File: src/rtl/dsp_mac_pe.sv
// dsp_mac_pe: pipelined MAC processing element for the systolic array.
// Three register stages (operand capture, product, add/accumulate) behind a
// valid/ready handshake. Output back-pressure freezes the whole pipe.
// Ops: ADD, MUL, MAC (first/last framed accumulation into an internal acc).
// Optional build macro DSP_MAC_PE_SAT_EN: clamp to the ACCUM_BIT range
// instead of wrapping; a clamped accumulator holds until the next first=1.
module dsp_mac_pe #(
    parameter int ACT_BIT    = 8,
    parameter int WEIGHT_BIT = 8,
    parameter int ACCUM_BIT  = 32,
    parameter int SIGNED     = 0
) (
    input  logic                  clk,
    input  logic                  rst_n,
    input  logic                  in_valid,
    output logic                  in_ready,
    input  logic [1:0]            op,
    input  logic                  first,
    input  logic                  last,
    input  logic [ACT_BIT-1:0]    act,
    input  logic [WEIGHT_BIT-1:0] wgt,
    input  logic [ACCUM_BIT-1:0]  addend,
    output logic                  out_valid,
    input  logic                  out_ready,
    output logic [ACCUM_BIT-1:0]  out_data,
    output logic                  out_ovf,
    output logic                  busy
);

    localparam int         PW     = ACT_BIT + WEIGHT_BIT;
    localparam int         MSB    = ACCUM_BIT - 1;
    localparam bit         SGN    = (SIGNED != 0);
    localparam logic [1:0] OP_MUL = 2'b01;
    localparam logic [1:0] OP_MAC = 2'b10;
`ifdef DSP_MAC_PE_SAT_EN
    localparam logic [ACCUM_BIT-1:0] U_MAX = '1;
    localparam logic [ACCUM_BIT-1:0] S_MAX = {1'b0, {(ACCUM_BIT-1){1'b1}}};
    localparam logic [ACCUM_BIT-1:0] S_MIN = {1'b1, {(ACCUM_BIT-1){1'b0}}};
`endif

    typedef struct packed {
        logic [1:0]            op;
        logic                  first;
        logic                  last;
        logic [ACT_BIT-1:0]    act;
        logic [WEIGHT_BIT-1:0] wgt;
        logic [ACCUM_BIT-1:0]  addend;
    } s1_t;

    typedef struct packed {
        logic [1:0]           op;
        logic                 first;
        logic                 last;
        logic [ACCUM_BIT-1:0] act_x;
        logic [ACCUM_BIT-1:0] addend;
        logic [ACCUM_BIT-1:0] prod;
    } s2_t;

    // vld_pipe[1] = S1 holds a beat, vld_pipe[2] = S2 holds a beat
    logic [2:1]           vld_pipe_d, vld_pipe_q;
    s1_t                  s1_d, s1_q;
    s2_t                  s2_d, s2_q;
    logic                 out_vld_d, out_vld_q;
    logic [ACCUM_BIT-1:0] out_data_d, out_data_q;
    logic                 out_ovf_d, out_ovf_q;
    logic [ACCUM_BIT-1:0] acc_d, acc_q;
    logic                 acc_ovf_d, acc_ovf_q;
    logic                 seq_open_d, seq_open_q;

    logic                 adv, in_fire;
    logic [PW-1:0]        act_w, wgt_w, prod_w;
    logic                 is_mac, is_mul;
    logic [ACCUM_BIT-1:0] op_a, op_b, sum, res;
    logic [ACCUM_BIT:0]   sum_w;
    logic                 ovf, mac_ovf;

    // a held output stalls every stage, so nothing can be lost or duplicated
    assign adv       = !(out_vld_q && !out_ready);
    assign in_ready  = adv;
    assign in_fire   = in_valid && adv;
    assign out_valid = out_vld_q;
    assign out_data  = out_data_q;
    assign out_ovf   = out_ovf_q;
    assign busy      = (|vld_pipe_q) || out_vld_q || seq_open_q;

    // S1 capture and S2 product; the narrow PW-wide multiply maps onto the DSP
    always_comb begin
        vld_pipe_d = vld_pipe_q;
        s1_d       = s1_q;
        s2_d       = s2_q;
        act_w      = {{WEIGHT_BIT{SGN & s1_q.act[ACT_BIT-1]}}, s1_q.act};
        wgt_w      = {{ACT_BIT{SGN & s1_q.wgt[WEIGHT_BIT-1]}}, s1_q.wgt};
        prod_w     = act_w * wgt_w;
        if (adv) begin
            vld_pipe_d = {vld_pipe_q[1], in_fire};
            if (in_fire) begin
                s1_d = '{op: op, first: first, last: last, act: act, wgt: wgt, addend: addend};
            end
            if (vld_pipe_q[1]) begin
                s2_d.op     = s1_q.op;
                s2_d.first  = s1_q.first;
                s2_d.last   = s1_q.last;
                s2_d.addend = s1_q.addend;
                s2_d.act_x  = {{(ACCUM_BIT-ACT_BIT){SGN & s1_q.act[ACT_BIT-1]}}, s1_q.act};
                s2_d.prod   = {{(ACCUM_BIT-PW){SGN & prod_w[PW-1]}}, prod_w};
            end
        end
    end

    // S3: one shared adder serves ADD, MUL (0 + prod) and MAC (base + prod)
    always_comb begin
        is_mac     = (s2_q.op == OP_MAC);
        is_mul     = (s2_q.op == OP_MUL);
        op_a       = is_mul ? '0 : (is_mac ? (s2_q.first ? s2_q.addend : acc_q) : s2_q.addend);
        op_b       = (is_mul || is_mac) ? s2_q.prod : s2_q.act_x;
        sum_w      = {1'b0, op_a} + {1'b0, op_b};
        sum        = sum_w[ACCUM_BIT-1:0];
        ovf        = SGN ? ((op_a[MSB] == op_b[MSB]) && (sum[MSB] != op_a[MSB])) : sum_w[ACCUM_BIT];
        mac_ovf    = (s2_q.first ? 1'b0 : acc_ovf_q) | ovf;
        res        = sum;
`ifdef DSP_MAC_PE_SAT_EN
        if (ovf) res = SGN ? (op_a[MSB] ? S_MIN : S_MAX) : U_MAX;
        // a clamped accumulator stays pinned until the sequence restarts
        if (is_mac && !s2_q.first && acc_ovf_q) res = acc_q;
`endif
        out_vld_d  = out_vld_q;
        out_data_d = out_data_q;
        out_ovf_d  = out_ovf_q;
        acc_d      = acc_q;
        acc_ovf_d  = acc_ovf_q;
        seq_open_d = seq_open_q;
        if (adv) begin
            out_vld_d = vld_pipe_q[2] && (!is_mac || s2_q.last);
            if (vld_pipe_q[2]) begin
                if (is_mac) begin
                    acc_d      = res;
                    acc_ovf_d  = mac_ovf;
                    seq_open_d = !s2_q.last;
                end
                if (!is_mac || s2_q.last) begin
                    out_data_d = res;
                    out_ovf_d  = is_mac ? mac_ovf : ovf;
                end
            end
        end
    end

    // state registers; reset abandons anything in flight
    always_ff @(posedge clk or negedge rst_n) begin
        if (!rst_n) begin
            vld_pipe_q <= '0;
            s1_q       <= '0;
            s2_q       <= '0;
            out_vld_q  <= 1'b0;
            out_data_q <= '0;
            out_ovf_q  <= 1'b0;
            acc_q      <= '0;
            acc_ovf_q  <= 1'b0;
            seq_open_q <= 1'b0;
        end else begin
            vld_pipe_q <= vld_pipe_d;
            s1_q       <= s1_d;
            s2_q       <= s2_d;
            out_vld_q  <= out_vld_d;
            out_data_q <= out_data_d;
            out_ovf_q  <= out_ovf_d;
            acc_q      <= acc_d;
            acc_ovf_q  <= acc_ovf_d;
            seq_open_q <= seq_open_d;
        end
    end

endmodule

File: config.mk
export PLATFORM = sky130hd
export DESIGN_NAME = dsp_mac_pe
export DESIGN_NICKNAME = d
export VERILOG_FILES = /design/src/rtl/dsp_mac_pe.sv
export SDC_FILE = /design/constraint.sdc
export NUM_CORES = 1
export LEC_CHECK = 0
export ABC_AREA = 1
export CELL_PAD_IN_SITES_DETAIL_PLACEMENT = 2
export CELL_PAD_IN_SITES_GLOBAL_PLACEMENT = 2
export CORE_ASPECT_RATIO = 1.75
export CORE_MARGIN = 10
export CORE_UTILIZATION = 25
export CTS_BUF_LIST = sky130_fd_sc_hd__clkbuf_8
export CTS_CLUSTER_DIAMETER = 120
export DETAILED_ROUTE_END_ITERATION = 8
export GPL_ROUTABILITY_DRIVEN = 0
export HOLD_SLACK_MARGIN = 0.06
export PLACE_DENSITY_LB_ADDON = 0.15
export SYNTH_ARGS = -nofsm -noshare
export SYNTH_HDL_FRONTEND = slang
export SYNTH_SLANG_ARGS = --single-unit
export TNS_END_PERCENT = 50
File: constraint.sdc
create_clock -name clk -period 4.34 [get_ports clk]
set_input_delay 0.651 -clock clk [delete_from_list [all_inputs] [get_ports clk]]
set_output_delay 0.651 -clock clk [all_outputs]
set_load 0.05 [all_outputs]
# == Word level (Yosys, flattened, before mapping) ==
# Index checks and enable logic that the tools add are counted.
# W data, S select, Z words.
# word_totals
reg_bits,182
inputBits,56
out_inout_bits,36
word_cells,47
# classes
addsub,1
n_mul,1
eq_ne,2
n_mux,6
n_bitwise,2
reduce_logical,16
# op_table
cell,count
$mux W32,3
$add A32 B16 Y33,1
$mul A8 B8 Y16,1
$mux W16,1
$reduce_and A3 Y1,2
$logic_not A1 Y1,4
$logic_or A1 B1 Y1,4
$reduce_and A2 Y1,2
$logic_and A1 B1 Y1,3
$eq A2 B1 Y1 const B,1
$eq A2 B2 Y1 const B,1
$mux W1,2
$reduce_or A2 Y1,1
$not A1 Y1,1
$or A1 B1 Y1,1

# == Longest topological paths before layout ==
# Gate-level depths: netlist (run 1).
# logic_depth
ltp_word,6
depth_mapped,24
mapped_depth_nobuf,21

# == Worst setup path before layout (run 1) ==
# OpenSTA, ideal clock, no wires.
# synth_path
kind,reg2reg
startpoint,"register s1_q, in the netlist act_w[0]"
endpoint,register s2_q[12] (netlist name)
setup_ps,118
arrival_time_ps,4011
required_time_ps,4222
setup_slack_ps,211
stages_incl_launch_ff,20
n_path_buf,1
synth_period_minus_slack_ps,4129
path_cell_list,dfrtp_1 clkbuf_1 nand2_1 fa_1 fa_1 inv_1 fa_1 inv_1 fa_1 inv_1 ha_1 nand2_1 inv_1 a21oi_1 o21ai_0 nand3_1 nand2_1 nand2_1 nand3_1 nand2_1
# synth_between
elab_chain_cells,1
# synth_lines
item,line,rtl
start: declaration,61,"s1_t s1_d, s1_q;"
start signal: assignment,152,s1_q <= '0;
start signal: assignment,162,s1_q <= s1_d;
$mul A8 B8 Y16,93,prod_w = act_w * wgt_w;
end signal: assignment,153,s2_q <= '0;
end signal: assignment,163,s2_q <= s2_d;
end: declaration,62,"s2_t s2_d, s2_q;"
# No other way between the ends.
# A chain may end at the register's enable or synchronous reset.

# == Worst setup path in the final report (run 1) ==
# layout_path
startpoint,"register s1_q, in the netlist act_w[2]"
endpoint,register s2_q[13] (netlist name)
# Same word-level chain as after synthesis.

==> results.yml, run 1 <==
detailed_routing:
  routed_wl_um: 39790
  firstDrtPassIters: 4
  ant_nets: 0
  vias: 9359
  vias_per_cell: 4.459
  drt_iter0_drc: 285
  route.detailed.drc: 0
  wl_per_cell_um: 18.96
finish:
  synthToLayoutAreaGrowth_pct: 19.67
  drive_gt1_frac: 0.1315
  nets: 1655
  fin_cells: 2099
setup_path:
  arrival_ns: 4.59
  rr_startpoint: "act_w[2]"
  crit_path_start_kind: "flop"
  reg2regPathDepth: 19
  endpoint_kind: "flop"
  critical_path_class: "reg -> reg"
  r2r_end: "s2_q[13]"
  cp_max_fo: 5
  reg2reg_slack_ns: 0.21
  crit_required_ns: 4.80
logic_synthesis:
  syn_area_per_cell_um2: 8.016
  syn_nets: 1559
  ys_warn_count: 0
  synth_xor_area_frac: 0.01780
  seq_area_frac_synth: 0.4024
  synth_area_um2: 11320
  synth.largest_area_cell: "dfrtp_1"
  syn_inst: 1412
  muxShareOfSynthArea: 0.05074
  netlist.area_leader.share: 0.4024
  synth.area.top_cells: "dfrtp_1, nand2_1, inv_1, fa_1, ha_1"
  synthAdderAreaFrac: 0.1251
  synth_compound_area_frac: 0.06069
  yosys.area_share.simple: 0.2439
  synth_cell_types: 36
  ys_seq_elements: 182
  synth_top_family_by_area: "simple AND/OR/NAND/NOR gates"
cts:
  cts-root-buf: "clkbuf_8"
  numCtsBuffers: 17
  clock_path_buffers: 2
  cts_tree: "built"
  clk_pin_slew_ns: 0.11
  clkLatencyLatePin_ns: 0.53
  cts_max_level: 4
  clock-sinks: 182
hold_path:
  hold_path_class: "reg -> reg"
  hp-start: "s2_q[68]"
  hold_end: "s2_q[68]"
  hold-path-cell-count: 2
sta:
  hold_viol_final: 0
  setup_viol: 0
  drv_slew: 0
  whs_ns: 0.4832
  fin_crit_ns: 4.133
  finalCritPeriodShare: 0.9524
  rsz0062_at_grt: "false"
  fin_skew_ns: 0.02434
  worst_pin_slew_ns: 0.7502
  setup_ws_ns: 0.2065
  fmax_mhz: 241.9
  slew_headroom: 0.4999
die:
  initial_core_util: 0.2516
  die_h_um: 301.5
  core.rowCount: 103
  core-area_um2: 44980
  io-pin-count: 92
  die-area_um2: 54520
  die_x_um: 180.8
global_routing:
  grt_max_degree: 73
  antenna_found_initial: 1
  grt_pass1_vias: 10757
  overflow: 0
  grt_use_total: 0.1475
  grt_pass1_wl_um: 61890
place:
  dpl.cell_count: 2058
  dp_hpwl_um: 32260
  pre_cts_ws_ns: -0.02406
  port_buffers: 91
outcome:
  status: "completed"
run:
  maxCapViolCount: 0
## layout make-up
class / count / area (um^2)
flip-flops and latches: 182 / 4564
clock inverters: 14 / 157.7
clock buffers: 18 / 247.7
well taps: 577 / 721.9
inverters: 228 / 858.3
multi-input cells: 944 / 5719
repair buffers: 135 / 1272
fillers: 5180 / 31430
diodes: 1 / 2.502
## registers in the layout (all words and copies together), names as in the netlist
name	flops
s2_q	60
s1_q	44
acc_q	32
out_data	32
act_w	8
vld_pipe_q	2
acc_ovf_q	1
out_ovf	1
out_valid	1
seq_open_q	1
## synth_stat cells
library cell,number
nand2_2,9
inv_2,8
ha_1,54
inv_1,219
a21boi_2,2
nor2_1,86
nor2_8,1
mux2_2,51
buf_6,1
nand2_4,2
a21o_1,1
or2_1,1
buf_12,1
inv_4,1
nor3_1,7
buf_4,3
nand3_2,4
o21ai_0,97
nor2_2,11
xor2_1,7
nand2_8,1
buf_2,11
nor3_2,2
or2_2,4
nand3b_1,2
dfrtp_1,182
nand4_1,1
a31oi_1,1
nor2_4,8
fa_1,37
xnor2_1,16
nand2_1,424
a21oi_1,27
nand3_1,84
clkbuf_1,42
o21bai_1,4
## cell usage in the layout, fill, tap and decap left out, types with 7 or more instances in the layout
master,Yosys,layout
a21oi_1,27,24
buf_4,3,41
clkbuf_8,0,19
clkdlybuf4s50_1,0,90
dfrtp_1,182,174
dfrtp_2,0,8
fa_1,37,36
ha_1,54,50
inv_1,219,218
inv_2,8,8
mux2_2,51,51
nand2_1,424,422
nand2_2,9,11
nand3_1,84,84
nor2_1,86,85
nor2_2,11,11
nor2_4,8,9
nor3_1,7,7
o21ai_0,97,94
xnor2_1,16,16
xor2_1,7,7
## cells by family (layout without fill, tap and decap cells)
logic type	count (synthesis)	after routing
AOI/OAI and AO/OA	132	132
and+or+nand+nor	647	647
xor gates and xnor gates	23	23
adders and majority gates	91	91
other	0	1
muxes	51	51
buffers and inverters	286	395
DFF	182	182
## worst max-delay path: stages (launching register included)
cell	delay, ns
dfrtp_2	0.46
buf_4	0.15
nand2_1	0.06
inv_1	0.05
fa_1	0.48
fa_1	0.52
fa_1	0.50
inv_1	0.05
fa_1	0.52
inv_1	0.07
ha_4	0.25
a21o_1	0.18
a21oi_2	0.17
o21ai_2	0.09
buf_4	0.16
nand3_1	0.09
nand2_1	0.07
nand2_1	0.07
nand3_1	0.06
nand2_1	0.09
## what timing repair did
action	in CTS	in global routing
pin swaps	0	11
endpoints found under the hold margin	14	0
hold buffers	1	0
resized for setup	2	20
buffers inserted	0	7
endpoints found under the setup margin	3	7
## how the worst max path moves through the flow
stage | from | endpoint | slack [ns] | depth (start not counted)
after floorplan | act_w[0] | s2_q[12] | 0.21 | 19
after global placement | s1_q[35] | s2_q[14] | 0.07 | 18
after detailed placement | s1_q[35] | s2_q[15] | -0.02 | 18
after CTS | s1_q[35] | s2_q[14] | 0.005 | 18
after global routing | s1_q[37] | s2_q[14] | 0.0008 | 18
final | act_w[2] | s2_q[13] | 0.21 | 19
## per-layer routing
metal  vias up  share of wire  routed length, um  track usage
li1       4522              -                  -            -
met1      4716           0.33              13190       0.1305
met2        86           0.62              24750       0.3176
met3        35          0.020                778      0.02208
met4         0          0.027               1073      0.05171
met5         -              0                  0            0
## stage by stage
stage               instance area (um^2)  setup TNS (ns)  utilization
finish                             13540               0       0.3011
global route                       13540               0       0.3011
CTS                                13410               0       0.2982
detailed placement                 12990        -0.02406       0.2889
global placement                   12990               0       0.2889
floorplan                          11320               0            -
Power of run 1 is not shown: default switching activity piles up to over one toggle a cycle in this logic, so the estimate is an artifact.
==> run 2, diff against run 1 <==
REMOVE_ABC_BUFFERS = 1   (was default)
SLEW_MARGIN = 20   (was default)
==> run 2 against run 1 <==
Worst hold slack worse by 0.33 ns; critical path depth is 1 lower; core utilization hardly changed; critical path type unchanged.
==> results.yml, run 2 (same netlist as run 1, synthesis figures left out) <==
setup_path:
  critPathMaxStageDelay_ns: 0.58
  critPathBufInv: 5
  worstPathCellList: "buf_4 > nand2_1 > inv_1 > fa_1 > fa_1 > fa_1 > inv_1 > fa_1 > inv_1 > ha_4 > nand2_1 > o21ai_0 > buf_4 > nand3_1 > nand2_1 > nand2_1 > nand3_1 > nand2_1"
  crit_required_ns: 4.75
  crit_path_start_kind: "flop"
  cp_slowest_cell: "fa_1"
  cp_max_fo: 7
  cp_top_family: "adder cells"
  endpoint_kind: "flop"
  cp_common_cell: "nand2_1"
  critical_path_class: "reg -> reg"
  arrival_ns: 4.54
sta:
  tns_ns: 0
  slew_headroom: 0.5434
  hold_viol_final: 0
  fin_skew_ns: 0.02039
  fmax_mhz: 242.2
  setup_viol: 0
  whs_ns: 0.1502
  worst_pin_slew_ns: 0.6824
  finalCritPeriodShare: 0.9514
  fin_crit_ns: 4.129
  drv_slew: 0
die:
  io-pin-count: 92
  initial_core_util: 0.2516
  core.rowCount: 103
  die-area_um2: 54520
  die_x_um: 180.8
  die_h_um: 301.5
  core-area_um2: 44980
global_routing:
  antenna_found_initial: 1
  grt_pass1_vias: 10883
  grt_use_total: 0.1431
  grt_max_degree: 72
  grt_pass1_wl_um: 60780
  overflow: 0
detailed_routing:
  ant_nets: 0
  route.detailed.drc: 0
  vias_per_cell: 4.463
  routed_wl_um: 38250
  vias: 9359
  wl_per_cell_um: 18.24
  firstDrtPassIters: 4
  drt_iter0_drc: 313
finish:
  top_regs: "s2_q x60, s1_q x44"
  layout_common_cells: "nand2_1, inv_1, dfrtp_1"
  final_cell_area_um2: 13540
  synthToLayoutAreaGrowth_pct: 19.62
  largest_reg_flops: 60
  top_register: "s2_q"
  layout_commonest_cell: "nand2_1"
  drive_gt1_frac: 0.1277
  nets: 1653
  fin_cells: 2097
cts:
  cts_max_level: 4
  clock-sinks: 182
  holdBufCountCts: 0
  clk_pin_slew_ns: 0.11
  numCtsBuffers: 17
  cts_tree: "built"
  clkLatencyLatePin_ns: 0.52
  cts-root-buf: "clkbuf_8"
  clock_path_buffers: 2
place:
  post_dp_cell_area_um2: 13030
  dpl.cell_count: 2063
  dp_hpwl_um: 30530
  port_buffers: 91
run:
  maxCapViolCount: 0
hold_path:
  hold_path_class: "in -> async"
outcome:
  status: "completed"
[run 2: cell types whose count changed in the layout (fill, tap and decap cells not counted), sizes merged]
cell / previous run / this run
dlygate4sd3: 1 / 0
buf: 43 / 42
clkinv: 9 / 2
inv: 232 / 236
clkinvlp: 1 / 2
bufinv: 0 / 2
[run 2: path summary, 6_finish.rpt]
| path | start | to | cells after the start | slack, ns |
|---|---|---|---|---|
| max | s1_q[36] | s2_q[13] | 18 | 0.21 |
| min | rst_n | s1_q[7] | 1 | 0.15 |
| max reg2reg | s1_q[36] | s2_q[13] | 18 | 0.21 |
| min reg2reg | s2_q[70] | s2_q[70] | 2 | 0.48 |
| max in group asynchronous | rst_n | s1_q[30] | 2 | 3.32 |
| min in group clk | s2_q[70] | s2_q[70] | 2 | 0.48 |
[run 2: layer usage]
metal	up-vias	global-route usage	wire length, um
li1	4514	-	-
met1	4720	0.1364	13780
met2	87	0.2984	22920
met3	38	0.01716	591
met4	0	0.05269	960
met5	-	0	0
[run 2: cell type report]
type	instances	area (um^2)
Multi-Input combinational cell	944	5713
Clock buffer	18	247.7
Timing Repair Buffer	133	1255
Clock inverter	14	180.2
Antenna cell	1	2.502
Tap cell	577	721.9
Sequential cell	182	4561
Inverter	228	858.3
Fill cell	5178	31440
[run 2: repair_timing]
item,in CTS,in global routing
setup endpoints to repair,2,7
pin swaps,0,3
setup buffers,0,1
gates resized for setup,2,13
[run 2: through the flow]
stage / util / setup slack (ns)
3_3_place_gp: 0.2897 / 0.1385
4_1_cts: 0.2994 / 0.002138
5_1_grt: 0.3010 / -0.007287
6_report: 0.3010 / 0.2111
2_1_floorplan: - / -0.1418
3_5_place_dp: 0.2897 / -0.05374
Power of run 2 is left out for the same reason.
